<file path="src/rtl/synch_updown_count_n.sv">
`default_nettype none
// ============================================================================
// Module      : synch_updown_count_n
// Description : Parametrised synchronous up/down modulo counter with count
//               enable, saturating parallel load, combinational terminal
//               count (for cascading) and a registered wrap pulse.
// Revision    : 1.0 - initial release
// ============================================================================
module synch_updown_count_n #(
  parameter int WIDTH   = 4,
  parameter int MOD     = 16,
  parameter int RST_VAL = 0
) (
  input  logic             clk,
  input  logic             rst,
  input  logic             en,
  input  logic             up_dn,
  input  logic             load,
  input  logic [WIDTH-1:0] d,
  output logic [WIDTH-1:0] q,
  output logic [WIDTH-1:0] qbar,
  output logic             tc,
  output logic             wrap
);

  // Terminal value truncated to WIDTH bits; with MOD == 2^WIDTH this is
  // all-ones and wrapping matches natural binary overflow.
  localparam logic [WIDTH-1:0] C_MAX = WIDTH'(MOD - 1);
  localparam logic [WIDTH-1:0] C_RST = WIDTH'(RST_VAL);
  localparam logic [WIDTH-1:0] C_ONE = WIDTH'(1);

  // Refuse to elaborate with an illegal modulus or reset value.
  generate
    if (MOD < 2 || MOD > (1 << WIDTH) || RST_VAL < 0 || RST_VAL >= MOD) begin : g_bad_params
      $fatal(1, "synch_updown_count_n: illegal MOD/RST_VAL for WIDTH");
    end
  endgenerate

  logic [WIDTH-1:0] count_q;
  logic [WIDTH-1:0] count_d;
  logic             wrap_q;
  logic             wrap_d;

  logic             w_at_max;
  logic             w_at_zero;
  logic             w_over;
  logic             w_d_over;

  // Range decodes; compares done as int so MOD == 2^WIDTH needs no special case.
  always_comb begin
    w_at_max  = (count_q == C_MAX);
    w_at_zero = (count_q == '0);
    w_over    = (int'(count_q) >= MOD);
    w_d_over  = (int'(d) >= MOD);
  end

  // Next-state selection in priority order load > en > hold (rst handled in the register).
  always_comb begin
    count_d = count_q;
    wrap_d  = 1'b0;
    if (load) begin
      count_d = w_d_over ? C_MAX : d;
    end else if (en) begin
      if (up_dn) begin
        if (w_at_max) begin
          count_d = '0;
          wrap_d  = 1'b1;
        end else if (w_over) begin
          // Out-of-range recovery: snap back to zero without signalling a wrap.
          count_d = '0;
        end else begin
          count_d = count_q + C_ONE;
        end
      end else begin
        if (w_at_zero) begin
          count_d = C_MAX;
          wrap_d  = 1'b1;
        end else begin
          count_d = count_q - C_ONE;
        end
      end
    end
  end

  // State register with synchronous active-high reset.
  always_ff @(posedge clk) begin
    if (rst) begin
      count_q <= C_RST;
      wrap_q  <= 1'b0;
    end else begin
      count_q <= count_d;
      wrap_q  <= wrap_d;
    end
  end

  // Terminal count is purely combinational so a cascaded stage sees it in the same cycle.
  always_comb begin
    tc = en & ((up_dn & w_at_max) | (~up_dn & w_at_zero));
  end

  assign q    = count_q;
  assign qbar = ~count_q;
  assign wrap = wrap_q;

`ifndef SYNTHESIS
  // The count register should never hold a value at or beyond the modulus.
  always_ff @(posedge clk) begin
    if (!rst) begin
      assert (!w_over)
        else $error("synch_updown_count_n: count out of range");
    end
  end
`endif

endmodule
`default_nettype wire
</file>
<file path="config.mk">
export PLATFORM = sky130hd
export DESIGN_NAME = synch_updown_count_n
export DESIGN_NICKNAME = d
export VERILOG_FILES = /design/src/rtl/synch_updown_count_n.sv
export SDC_FILE = /design/constraint.sdc
export NUM_CORES = 1
export LEC_CHECK = 0
export CAP_MARGIN = 30
export CORE_AREA = 2 2 39 41
export CTS_BUF_LIST = sky130_fd_sc_hd__clkbuf_8
export DETAILED_ROUTE_END_ITERATION = 7
export DIE_AREA = 0 0 41 43
export PLACE_DENSITY_LB_ADDON = 0.15
export SYNTH_ARGS = -nofsm -noshare
export SYNTH_HDL_FRONTEND = slang
export SYNTH_SLANG_ARGS = --single-unit
</file>
<file path="constraint.sdc">
create_clock -name clk -period 1.9 [get_ports clk]
set_input_delay 0.19 -clock clk [delete_from_list [all_inputs] [get_ports clk]]
set_output_delay 0.19 -clock clk [all_outputs]
set_load 0.01 [all_outputs]
</file>
==> metrics.md <==
| Metric | Value |
|---|---|
| Synth-to-Final Area Change | `78.9%` |
| Antenna violations before repair | `0` |
| CP Capture Type | `output port` |
| Top cell type's share of synthesized area | `28.2%` |
| Worst Path Arrival | `about 1.5 ns` |
| Total die area | `0.00176 mm2` |
| Worst vdd rail ir drop | `~0.34 mV` |
| Required time at the worst-slack endpoint | `approximately 1.7 ns` |
| Part of the total power dissipated in the clock network | `43.7%` |
| Number of diodes | `0` |
| Number of filler cells placed in the layout | `between 100 and 150` |
| Final min period | `about 1.7 ns` |
| Synthesized area | `355 um2` |
| Via count of the first global-routing pass | `~380` |
| Total power | `between 400 and 500 uW` |
| Final-layout setup total negative slack | `0 ns` |
| Global-route usage over all layers | `between 10% and 20%` |
| Number of flops mapped to enable cells by yosys | `0` |
| Final hold violation count | `0` |
| Clock skew after layout | `a little over 0.001 ns` |
| Critical-path cell with the highest stage delay | `sky130_fd_sc_hd__dfxtp_2` |
| Final worst-path cycle share | `89.9%` |
| Startpoint of the most critical hold path | `d[0]` |
| Part of the total power dissipated in sequential elements | `~28%` |
| Starting utilization of the core area | `around a quarter` |
| Register area share after synthesis | `~28%` |
| Pin count of the biggest net entering global routing | `11` |
| Most area-consuming cells after synthesis | `sky130_fd_sc_hd__dfxtp_1 (28%), sky130_fd_sc_hd__xnor2_1 (7.4%), sky130_fd_sc_hd__a21oi_1 (7.0%)` |
| Part of the power in combinational logic | `28.5%` |
| RSZ-0062 raised after global routing | `no` |
| Reg-to-reg slack, setup | `around 0.41 ns` |
| Number of I/O port buffers | `18` |
| Most area-hungry cell type in the Yosys netlist | `sky130_fd_sc_hd__dfxtp_1` |
| Area of the core | `approximately 0.0014 mm2` |
| Post-DRT Antenna Nets | `0` |
| Clock slew seen by the registers of the worst setup and hold paths | `0.04 ns` |
| Final core area utilization | `45.9%` |
| Net switching power figure | `about 110 uW` |
| Areal power density over the cells | `approximately 690 mW/mm2` |
| Clock sink total | `5` |
| Biggest cell delay along the critical path | `roughly 0.34 ns` |
| Number of slew-limit violations in the final report | `0` |
| Setup violations, final | `0` |
| Starting DRC count in detailed routing | `6` |
| Synthesis warning total | `0` |
| Post-detail-place hpwl | `roughly 700 um` |
| CTS root buf | `sky130_fd_sc_hd__clkbuf_8` |
| Leading register cell type out of synthesis | `sky130_fd_sc_hd__dfxtp_1` |
| Synthesis-stage register bit count | `5` |
| Final net count | `81` |
| Element type at the critical path start | `flop` |
| Synthesized netlist net count | `56` |
| Initial DRT Pass Iterations | `4` |
| Number of max-cap violations | `0` |
| Number of different library cells in the post-synthesis netlist | `22` |
| Headroom to the max-slew limit | `77.9%` |
| Classification of the worst setup path | `reg -> out` |
| Outcome | `completed` |
| Register area | `roughly 100 um2` |
| Horizontal extent of the die | `about 41 um` |
| Sum of overflow across all layers after global routing | `0` |
| Total setup buffers inserted after CTS | `0` |
| CTS tree | `done` |
| Detail-routed net length per standard cell | `~11 um` |
| Clock H-tree levels | `1` |
| Clock Latency Late Sink | `0.22 ns` |
| Slew at the pin closest to its max-slew limit | `0.330 ns` |
| Total routed wirelength | `a little over 900 um` |
| Total area of multi-input combinational cells | `approximately 240 um2` |
| Via count | `383` |
| Async set-or-reset flop fraction in the synthesized netlist | `0%` |
| Final estimated routing congestion in global placement | `0.647` |
| Power Internal | `around 330 uW` |
| Top cells by count, synth | `sky130_fd_sc_hd__a21oi_1 (5), sky130_fd_sc_hd__dfxtp_1 (5), sky130_fd_sc_hd__inv_1 (5)` |
| Rows | `14` |
| Mean cell area of the mapped netlist | `7.90 um2` |
| Classification of the worst-slack hold path | `in -> reg` |
| Ordered list of cells on the worst path | `inv_1 -> ha_1 -> nand2b_1 -> nor3_2 -> a41oi_2 -> nor2b_1 -> dlygate4sd2_1` |
| Achievable clock frequency | `between 500 and 600 MHz` |
| Start of the worst register-to-register path | `q[0]` |
| Die height | `around 43 um` |
| Crit-path max FO | `4` |
| Via-per-instance ratio | `about 4.5` |
| Gate count after technology mapping | `45` |
| Longest Clk Path Bufs | `2` |
| Setup crit start | `q[1]` |
| Leakage power of the design | `0.000260 uW` |
| Wire length of the first global-routing pass | `1.53 mm` |
| Drc violations | `0` |
| Hold-fix buffers at CTS | `0` |
| Net switching fraction of the power | `between 20% and 30%` |
| Share of layout cells above drive strength 1 | `approximately 16%` |
| Num ports | `19` |
| Total CTS buffers | `3` |
==> repair_timing <==
| action | in CTS | in global routing |
|---|---|---|
| setup endpoints to repair | 1 | 1 |
| gates resized for setup | 1 | 3 |
| gates cloned | 0 | 0 |
==> layout by cell type (no fill, tap or decap), types with 2 or more instances in the layout <==
master / Yosys / final
sky130_fd_sc_hd__a21oi_1: 5 / 5
sky130_fd_sc_hd__buf_4: 0 / 4
sky130_fd_sc_hd__clkbuf_8: 0 / 3
sky130_fd_sc_hd__clkdlybuf4s50_1: 0 / 17
sky130_fd_sc_hd__dfxtp_1: 5 / 4
sky130_fd_sc_hd__ha_1: 2 / 2
sky130_fd_sc_hd__inv_1: 5 / 6
sky130_fd_sc_hd__nand2_1: 2 / 2
sky130_fd_sc_hd__nand2b_1: 2 / 2
sky130_fd_sc_hd__nor2_1: 3 / 3
sky130_fd_sc_hd__nor2b_1: 3 / 3
sky130_fd_sc_hd__xnor2_1: 3 / 3
==> final cells by class <==
type | instances | area share [%]
clock buffer | 3 | 6.50
clock inverter | 1 | 0.591
inverter | 5 | 2.95
multi-input combinational | 33 | 38.0
sequential | 5 | 15.9
tap | 16 | 3.15
timing repair buffer | 22 | 32.9
==> per-stage QoR <==
stage	cell area, um2	cells	worst slack [ns]	hold slack (ns)
after detailed placement	578	81	0.0173	0.697
after global routing	636	85	0.0376	0.652
final	636	85	0.191	0.577
after floorplan	355	45	0.419	0.259
after global placement	578	81	0.0268	0.692
after CTS	622	85	0.0824	0.575
==> power by group through the flow <==
| stage | registers (uW) | clock network, uW | logic, uW |
|---|---|---|---|
| 2_1_floorplan | 127 | 0 | 55.9 |
| 3_3_place_gp | 123 | 0 | 126 |
| 3_5_place_dp | 123 | 0 | 125 |
| 4_1_cts | 121 | 199 | 125 |
| 5_1_grt | 124 | 204 | 142 |
| 6_report | 123 | 193 | 126 |
==> metal layers <==
metal / vias to the layer above / routed length (um) / GRT usage [%]
met2: 14 / 402 / 18.1
met3: 0 / 65 / 3.14
met4: 0 / 0 / 6.00
li1: 205 / - / -
met1: 164 / 446 / 17.3
met5: - / 0 / 0
==> critical path, delay by kind of cell (launching register included) <==
kind	cells	cell delay, ns
buffers and inverters	2	0.35
flip-flops	1	0.34
AND/OR/NAND/NOR	3	0.23
adder cells (fa/ha/maj)	1	0.19
AO/OA/AOI/OAI	1	0.18
==> state kept, by name, indices dropped and copies added, names as in the netlist <==
signal and cells:
q 4, wrap 1
==> final timing paths <==
kind / end / cells past startpoint
max reg2reg: q[3] / 5
max: tc / 7
min: q[0] / 3
min reg2reg: wrap / 2
==> cell families (layout without fill, tap and decap cells) <==
family                     Yosys count  count (layout)  synth area share, %
AOI/OAI and AO/OA                   13              13                 25.0
and+or+nand+nor                     14              14                 22.2
muxes                                1               1                 2.82
xor gates and xnor gates             3               3                 7.40
DFF                                  5               5                 28.2
buffers and inverters                7              31                 7.40
adders and majority gates            2               2                 7.04
(Power assumes the default switching activity.)
